<file path="src/rtl/sar_sample_ctrl_pkg.sv">
// Shared definitions for the SAR sample controller: FSM state encoding and
// the conversion-done timeout derived from the SAR resolution.
package sar_sample_ctrl_pkg;

  typedef enum logic [1:0] {
    ST_IDLE  = 2'd0,
    ST_START = 2'd1,
    ST_WAIT  = 2'd2
  } sar_state_e;

  // Cycles spent in WAIT without sar_done before the conversion is abandoned.
  function automatic int sar_timeout(input int size);
    return 2 * size + 4;
  endfunction

endpackage

</file>
<file path="src/rtl/sar_fifo.sv">
// Synchronous FIFO for averaged samples. Extra pointer bit separates full
// from empty; the head word is read straight from the storage registers.
module sar_fifo #(
  parameter int WIDTH = 8,
  parameter int DEPTH = 4
) (
  input  logic             clk,
  input  logic             rstn,
  input  logic             push,
  input  logic [WIDTH-1:0] din,
  input  logic             pop,
  output logic [WIDTH-1:0] dout,
  output logic             full,
  output logic             empty
);

  localparam int AW = $clog2(DEPTH);

  logic [AW:0]      wr_ptr;
  logic [AW:0]      rd_ptr;
  logic [WIDTH-1:0] mem [DEPTH];
  logic             do_push;
  logic             do_pop;

  assign empty   = (wr_ptr == rd_ptr);
  assign full    = (wr_ptr[AW] != rd_ptr[AW]) && (wr_ptr[AW-1:0] == rd_ptr[AW-1:0]);
  assign do_pop  = pop && !empty;
  // A full FIFO still takes a word when the head leaves in the same cycle.
  assign do_push = push && (!full || do_pop);
  assign dout    = mem[rd_ptr[AW-1:0]];

  always_ff @(posedge clk or negedge rstn) begin
    if (!rstn) begin
      wr_ptr <= '0;
      rd_ptr <= '0;
      for (int i = 0; i < DEPTH; i++) begin
        mem[i] <= '0;
      end
    end else begin
      if (do_push) begin
        mem[wr_ptr[AW-1:0]] <= din;
        wr_ptr              <= wr_ptr + (AW+1)'(1);
      end
      if (do_pop) begin
        rd_ptr <= rd_ptr + (AW+1)'(1);
      end
    end
  end

endmodule

</file>
<file path="src/rtl/sar_sample_ctrl.sv">
// SAR ADC sequencer: sample-rate timer, start/wait FSM with done timeout,
// power-of-two averaging and an output FIFO drained over valid/ready.
module sar_sample_ctrl
  import sar_sample_ctrl_pkg::*;
#(
  parameter int SIZE       = 8,
  parameter int DIV_W      = 16,
  parameter int AVG_LOG2   = 2,
  parameter int FIFO_DEPTH = 4
) (
  input  logic             clk,
  input  logic             rstn,
  input  logic             en,
  input  logic [DIV_W-1:0] div,
  output logic             sar_start,
  input  logic             sar_done,
  input  logic [SIZE-1:0]  sar_data,
  output logic [SIZE-1:0]  data,
  output logic             valid,
  input  logic             ready,
  output logic             busy,
  output logic             ovf,
  output logic             err,
  input  logic             clr,
  output sar_state_e       dbg_state
);

  localparam int TIMEOUT = sar_timeout(SIZE);
  localparam int TO_W    = $clog2(TIMEOUT);
  localparam int ACC_W   = SIZE + AVG_LOG2;
  localparam int CNT_W   = (AVG_LOG2 > 0) ? AVG_LOG2 : 1;
  localparam logic [CNT_W-1:0] CNT_LAST = CNT_W'((1 << AVG_LOG2) - 1);

  sar_state_e       state;
  sar_state_e       state_nxt;
  logic [DIV_W-1:0] tmr;
  logic             tick;
  logic [TO_W-1:0]  wcnt;
  logic             capture;
  logic             timeout;
  logic [ACC_W-1:0] acc;
  logic [ACC_W-1:0] sum;
  logic [CNT_W-1:0] scnt;
  logic             last;
  logic             push_req;
  logic [SIZE-1:0]  avg;
  logic             pop;
  logic             fifo_full;
  logic             fifo_empty;
  logic             ovf_set;
  logic             ovf_q;
  logic             err_q;

  // Sample-period timer; div is sampled only on a reload.
  assign tick = en && (tmr == '0);

  always_ff @(posedge clk or negedge rstn) begin
    if (!rstn) begin
      tmr <= '0;
    end else if (!en || tick) begin
      tmr <= div;
    end else begin
      tmr <= tmr - 1'b1;
    end
  end

  assign capture = (state == ST_WAIT) && sar_done;
  assign timeout = (state == ST_WAIT) && !sar_done && (wcnt == TO_W'(TIMEOUT - 1));

  always_comb begin
    state_nxt = state;
    case (state)
      ST_IDLE:  if (tick) state_nxt = ST_START;
      ST_START: state_nxt = ST_WAIT;
      ST_WAIT:  if (capture || timeout) state_nxt = ST_IDLE;
      default:  state_nxt = ST_IDLE;
    endcase
  end

  always_ff @(posedge clk or negedge rstn) begin
    if (!rstn) begin
      state <= ST_IDLE;
      wcnt  <= '0;
    end else begin
      state <= state_nxt;
      wcnt  <= (state == ST_WAIT) ? wcnt + 1'b1 : '0;
    end
  end

  assign sar_start = (state == ST_START);
  assign busy      = (state != ST_IDLE);
  assign dbg_state = state;

  // Accumulator; a disabled, idle sequencer throws away a partial average.
  assign sum      = acc + ACC_W'(sar_data);
  assign last     = (scnt == CNT_LAST);
  assign push_req = capture && last;
  assign avg      = SIZE'(sum >> AVG_LOG2);

  always_ff @(posedge clk or negedge rstn) begin
    if (!rstn) begin
      acc  <= '0;
      scnt <= '0;
    end else if (capture) begin
      acc  <= last ? '0 : sum;
      scnt <= last ? '0 : scnt + 1'b1;
    end else if (!en && state == ST_IDLE) begin
      acc  <= '0;
      scnt <= '0;
    end
  end

  // Handshake: valid means the FIFO head is on data; a word transfers in any
  // cycle with valid && ready, and data stays put while valid && !ready.
  assign valid   = !fifo_empty;
  assign pop     = valid && ready;
  assign ovf_set = push_req && fifo_full && !pop;

  sar_fifo #(
    .WIDTH (SIZE),
    .DEPTH (FIFO_DEPTH)
  ) u_fifo (
    .clk   (clk),
    .rstn  (rstn),
    .push  (push_req),
    .din   (avg),
    .pop   (pop),
    .dout  (data),
    .full  (fifo_full),
    .empty (fifo_empty)
  );

  // Sticky flags: a set in the same cycle as clr takes priority.
  always_ff @(posedge clk or negedge rstn) begin
    if (!rstn) begin
      ovf_q <= 1'b0;
      err_q <= 1'b0;
    end else begin
      if (ovf_set)  ovf_q <= 1'b1;
      else if (clr) ovf_q <= 1'b0;
      if (timeout)  err_q <= 1'b1;
      else if (clr) err_q <= 1'b0;
    end
  end

  assign ovf = ovf_q;
  assign err = err_q;

endmodule

</file>
<file path="config.mk">
export PLATFORM = sky130hd
export DESIGN_NAME = sar_sample_ctrl
export DESIGN_NICKNAME = d
export VERILOG_FILES = /design/src/rtl/sar_sample_ctrl_pkg.sv /design/src/rtl/sar_fifo.sv /design/src/rtl/sar_sample_ctrl.sv
export SDC_FILE = /design/constraint.sdc
export NUM_CORES = 1
export LEC_CHECK = 0
export ABC_AREA = 1
export BUFFER_PORTS_ARGS = -buffer_cell sky130_fd_sc_hd__buf_2
export CAP_MARGIN = 5
export CORE_UTILIZATION = 60
export DETAILED_ROUTE_END_ITERATION = 8
export PLACE_DENSITY = 0.88
export SLEW_MARGIN = 0
export SYNTH_ARGS = -nofsm -noshare
export SYNTH_HDL_FRONTEND = slang
export SYNTH_SLANG_ARGS = --single-unit
</file>
<file path="constraint.sdc">
create_clock -name clk -period 4.6 [get_ports clk]
set_clock_uncertainty 0.1 [all_clocks]
set_input_delay 0.23 -clock clk [delete_from_list [all_inputs] [get_ports clk]]
set_output_delay 0.23 -clock clk [all_outputs]
set_load 0.1 [all_outputs]
</file>
# == Yosys cells after proc, flatten, opt, wreduce, memory -nomap -nowiden ==
# Cells that the tools add are included.
# classes
n_addsub,6
multipliers,0
div_mod_pow,0
magnitude_cmp,3
eq_ne,9
n_shift,0
n_mux,20
bitwise_logic,2
reduce_logical,28
# op_table
op,n
bitwise mux 32 bit,1
two-way mux 10 bit,3
two-way mux 8 bit,3
binary-select mux 8 bit (select 2 bit),1
demux 8 bit (select 2 bit),1
logical NOT 16 bit,1
two-way mux 16 bit,1
subtractor 16 x 1 -> 16 bit (second input constant),1
logical AND 1 bit,13
adder 10 x 8 -> 10 bit,1
two-way mux 2 bit,5
nonzero test 2 bit,4
adder 3 x 1 -> 3 bit (second input constant),2
greater-or-equal comparator 3 bit (second input constant),2
NOT 2 -> 3 bit,2
one-hot mux 2 bit (3 select lines),1
adder 5 x 1 -> 5 bit (second input constant),1
equality test 5 bit (second input constant),1
logical NOT 1 bit,5
two-way mux 5 bit,1
equality test 2 bit (second input constant),2
equality test 3 bit,1
logical OR 1 bit,3
less-than comparator 3 x 1 -> 1 bit (second input constant),1
9 further kinds,11
# word_totals
regBits,75
latchBits,0
ram_bits,0
romBits,0
input_bits,30
wordCells,81
n_memories,0

# == Longest topological paths before layout ==
# logic_depth
ltp_word,6
depth_mapped,10

# == Modules after synthesis ==
# A second synthesis with hierarchy kept.
# unflattened
hier_cells,529
hier_area_um2,4246.6
# by_module_without_submodules
mod,instances,cells_each,area_per_inst_um2
sar_sample_ctrl,1,292,2269.7
sar_fifo,1,237,1976.9

# == Worst setup path after synthesis ==
# Ideal clock, no wire load.
# synth_path
path_type,register to output
from,register u_fifo.rd_ptr[0]
to,output port data[6]
t_arrival_ps,2465
slack_ps,1805
stages_incl_launch_ff,6
cell_sequence,dfrtp_1 -> buf_6 -> inv_2 -> clkbuf_1 -> o21ai_0 -> o22ai_1
# synth_via
elab_chain_cells,4
# synth_lines
item,line_no,source
from (decl),sar_fifo.sv:20,logic [AW:0] rd_ptr;
from (signal assigned),sar_fifo.sv:45,rd_ptr <= rd_ptr + (AW+1)'(1);
NOT 2 -> 3 bit (implied by the code),sar_fifo.sv:30,assign dout = mem[rd_ptr[AW-1:0]];
binary-select mux 8 bit (select 2 bit),sar_fifo.sv:30,
two-way mux 8 bit (implied by the code) (2 in a row),sar_fifo.sv:30,
to (decl),sar_sample_ctrl.sv:18,"output logic [SIZE-1:0] data,"
# No other way between the ends. The select of a mux whose other input is x is not followed.

# == Worst setup path in the final report ==
# layout_path
from,register u_fifo.rd_ptr[0]
to,output port data[7]
# Same word-level chain as after synthesis.

==> out/metrics.json <==
{
  "timing.final.crit_share": {"value": 52.9, "unit": "%"},
  "hold_viol": {"value": 21},
  "place.gp.congestion": {"value": 0.890},
  "instances_no_fill": {"value": 650},
  "ctsResizeCount": {"value": 0},
  "synth_area": {"value": 0.00408, "unit": "mm²"},
  "clk_transition_reported_paths": {"value": 0.09, "unit": "ns"},
  "violations_in_the_final_reports": {"value": "DRC, hold timing"},
  "syn_avg_cell_area": {"value": 8.04, "unit": "µm²"},
  "max_cap_viol_count": {"value": 0},
  "most_frequent_cells_in_the_layout": {"value": "sky130_fd_sc_hd__nand2_1, sky130_fd_sc_hd__dfrtp_1, sky130_fd_sc_hd__nor2_1"},
  "endpoint": {"value": "data[7]"},
  "seq_area_frac_synth": {"value": 46.0, "unit": "%"},
  "layout.core_utilization": {"value": 71.5, "unit": "%"},
  "diodes": {"value": 0},
  "worstMarginPinSlew": {"value": 0.929, "unit": "ns"},
  "critical_path.startpoint_type": {"value": "flop"},
  "yosys_warnings": {"value": 0},
  "critPathKind": {"value": "flop to output pin"},
  "root_buffer": {"value": "sky130_fd_sc_hd__clkbuf_8"},
  "cellPowerDensity": {"value": 428, "unit": "mW/mm²"},
  "depth_of_the_worst_register_to_register_path": {"value": 9},
  "arrival": {"value": 2.11, "unit": "ns"},
  "mappedNetlistNets": {"value": 556},
  "irDropWorstVdd": {"value": 0.301, "unit": "mV"},
  "starting_density_of_the_core": {"value": 63.2, "unit": "%"},
  "type_of_element_capturing_the_critical_path": {"value": "output pin"},
  "routed_via_density": {"value": 5.53},
  "std_cell_rows": {"value": 29},
  "number_of_synthesized_flops_with_an_enable_pin": {"value": 0},
  "vertical_die_dimension": {"value": 84.5, "unit": "µm"},
  "worstReg2RegEnd": {"value": "u_fifo.mem[15]$_DFFE_PN0P_"},
  "cp_max_fo": {"value": 19},
  "leading_cell_types_by_total_area_after_synthesis": {"value": "sky130_fd_sc_hd__dfrtp_1, sky130_fd_sc_hd__nand2_1, sky130_fd_sc_hd__o21ai_0"},
  "tritoncts.num_buffers": {"value": 9},
  "worst_skew_pair.late_latency": {"value": 0.36, "unit": "ns"},
  "mostFrequentLayoutCell": {"value": "sky130_fd_sc_hd__nand2_1"},
  "period_needed": {"value": 2.44, "unit": "ns"},
  "reg2reg_from": {"value": "u_fifo.rd_ptr[0]$_DFFE_PN0P_"},
  "initial_antenna_violation_count": {"value": 0},
  "drive_above_1_share": {"value": 14.5, "unit": "%"},
  "drt-initial-drc-count": {"value": 268},
  "dpl.cell_count": {"value": 618},
  "postRouteWirelength": {"value": 9300, "unit": "µm"},
  "synthDominantAreaCellType": {"value": "sky130_fd_sc_hd__dfrtp_1"},
  "number_of_search_and_repair_iterations_in_the_first_detailed_routing_pass": {"value": 7},
  "leakage": {"value": 2.47, "unit": "nW"},
  "routed_wire_length_per_instance": {"value": 14.3, "unit": "µm"},
  "synthFlopType": {"value": "sky130_fd_sc_hd__dfrtp_1"},
  "postCtsSetupRepairBufs": {"value": 0},
  "r2r_slack": {"value": 2.28, "unit": "ns"},
  "max_slew_margin": {"value": 38.1, "unit": "%"},
  "grt_setup_unrepaired": {"value": "false"},
  "cp_data_required_time": {"value": 4.27, "unit": "ns"},
  "cts.htree.levels": {"value": 3},
  "core-area": {"value": 0.00646, "unit": "mm²"},
  "yosysTopAreaCellShare": {"value": 46.0, "unit": "%"},
  "report.final.slew_viol_count": {"value": 0},
  "hold_slack": {"value": -0.0223, "unit": "ns"},
  "synth-async-reset-ratio": {"value": 100, "unit": "%"},
  "global_route.overflow_total": {"value": 0},
  "finish.instance_area": {"value": 0.00462, "unit": "mm²"},
  "crit_path_start": {"value": "u_fifo.rd_ptr[0]$_DFFE_PN0P_"},
  "die_area": {"value": 0.00714, "unit": "mm²"},
  "vias_in_the_first_global_route": {"value": 3435},
  "nNetsFinal": {"value": 616},
  "track_usage": {"value": 28.3, "unit": "%"},
  "report.power.total": {"value": 1.98, "unit": "mW"},
  "ctsLongestPathBuffers": {"value": 2},
  "detailroute.via_count": {"value": 3595},
  "min_path_type": {"value": "input pin to async pin"},
  "drc_errors": {"value": 4},
  "clkSinkCount": {"value": 75},
  "yosys.cell_types.count": {"value": 33},
  "instance_area_at_placement": {"value": 0.00429, "unit": "mm²"},
  "fmax": {"value": 411, "unit": "MHz"},
  "postSynthRegisterBits": {"value": 75},
  "detailedPlace.worstSlack": {"value": 2.34, "unit": "ns"},
  "setup_total_negative_slack": {"value": 0, "unit": "ns"},
  "grt_pass1_wl": {"value": 15800, "unit": "µm"},
  "clock_tree_from_tritoncts": {"value": "yes"},
  "drt.antenna.violating_nets": {"value": 0},
  "floorplan.io_pins": {"value": 45},
  "postLayoutSetupSlackWorst": {"value": 2.16, "unit": "ns"},
  "hpwl": {"value": 6390, "unit": "µm"},
  "setup_viol": {"value": 0},
  "area_growth": {"value": 13.1, "unit": "%"},
  "largest_net_degree_at_the_start_of_global_routing": {"value": 76},
  "synth_cells": {"value": 508},
  "dieWidth": {"value": 84.5, "unit": "µm"},
  "status": {"value": "finished with violations"},
  "number_of_port_buffers": {"value": 44}
}
[where the power goes]
part | total [mW] | switching [mW] | internal, mW
combinational | 0.773 | 0.612 | 0.161
clock | 0.455 | 0.259 | 0.196
sequential | 0.747 | 0.0569 | 0.690
total | 1.98 | 0.928 | 1.05
[per-layer routing]
metal  wire (µm)  part of all wire, %  global-route usage [%]
met1        4100                   44                    37.2
met2        4410                   47                    46.4
met3         579                  6.2                    5.31
met4         218                  2.3                    12.2
met5           0                    0                       0
[how the worst min path moves through the flow]
stage | slack (ns) | depth (start not counted) | to
finish | -0.02 | 2 | acc[5]$_DFFE_PN0P_
global route | 0.002 | 3 | tmr[14]$_DFF_PN0_
CTS | 0.002 | 3 | tmr[14]$_DFF_PN0_
detailed placement | 0.34 | 3 | tmr[10]$_DFF_PN0_
global placement | 0.34 | 3 | tmr[0]$_DFF_PN0_
floorplan | -0.17 | 0 | acc[0]$_DFFE_PN0P_
[layout make-up]
class                           count  area (µm²)
Clock buffer                       10         128
Timing Repair Buffer               61         388
Clock inverter                      6        41.3
Inverter                           43         164
Sequential cell                    75        1880
Multi-Input combinational cell    378        1920
Tap cell                           77        96.3
Fill cell                         488        1840
[critical path, stage by stage (launching register included)]
cell and delay (ns):
sky130_fd_sc_hd__dfrtp_1 0.59, sky130_fd_sc_hd__inv_2 0.33, sky130_fd_sc_hd__nor2_1 0.10, sky130_fd_sc_hd__o22ai_1 0.24
sky130_fd_sc_hd__buf_2 0.47
[state kept, by name (all words and copies together) (netlist names)]
signal	flops
u_fifo.rd_ptr	3
tmr	16
err	1
u_fifo.wr_ptr	3
scnt	2
acc	10
u_fifo.mem	32
wcnt	5
ovf	1
dbg_state	2
[logic make-up after synthesis]
group / after synthesis / synth area share (%)
compound gates: 67 / 9.01
xor+xnor: 21 / 4.50
fa+ha+maj: 18 / 5.70
buf+inv: 55 / 6.93
flops: 75 / 46.0
simple gates: 272 / 27.9
[synthesized netlist by cell type (all sizes together), types with 3 or more instances]
library cell and count:
buf 9, nand4 5, nand2 178, dfrtp 75, a21oi 6, nor2 59, ha 17, clkbuf 3
xor2 16, o22ai 8, inv 43, nand3 27, o21ai 46, xnor2 5
[timing repair]
item / 4_1_cts / 5_1_grt
setup endpoints to repair: 0 / 0
hold endpoints to repair: 17 / 0
hold buffers: 16 / 0
Note: power is estimated with default switching activity, not from simulation.
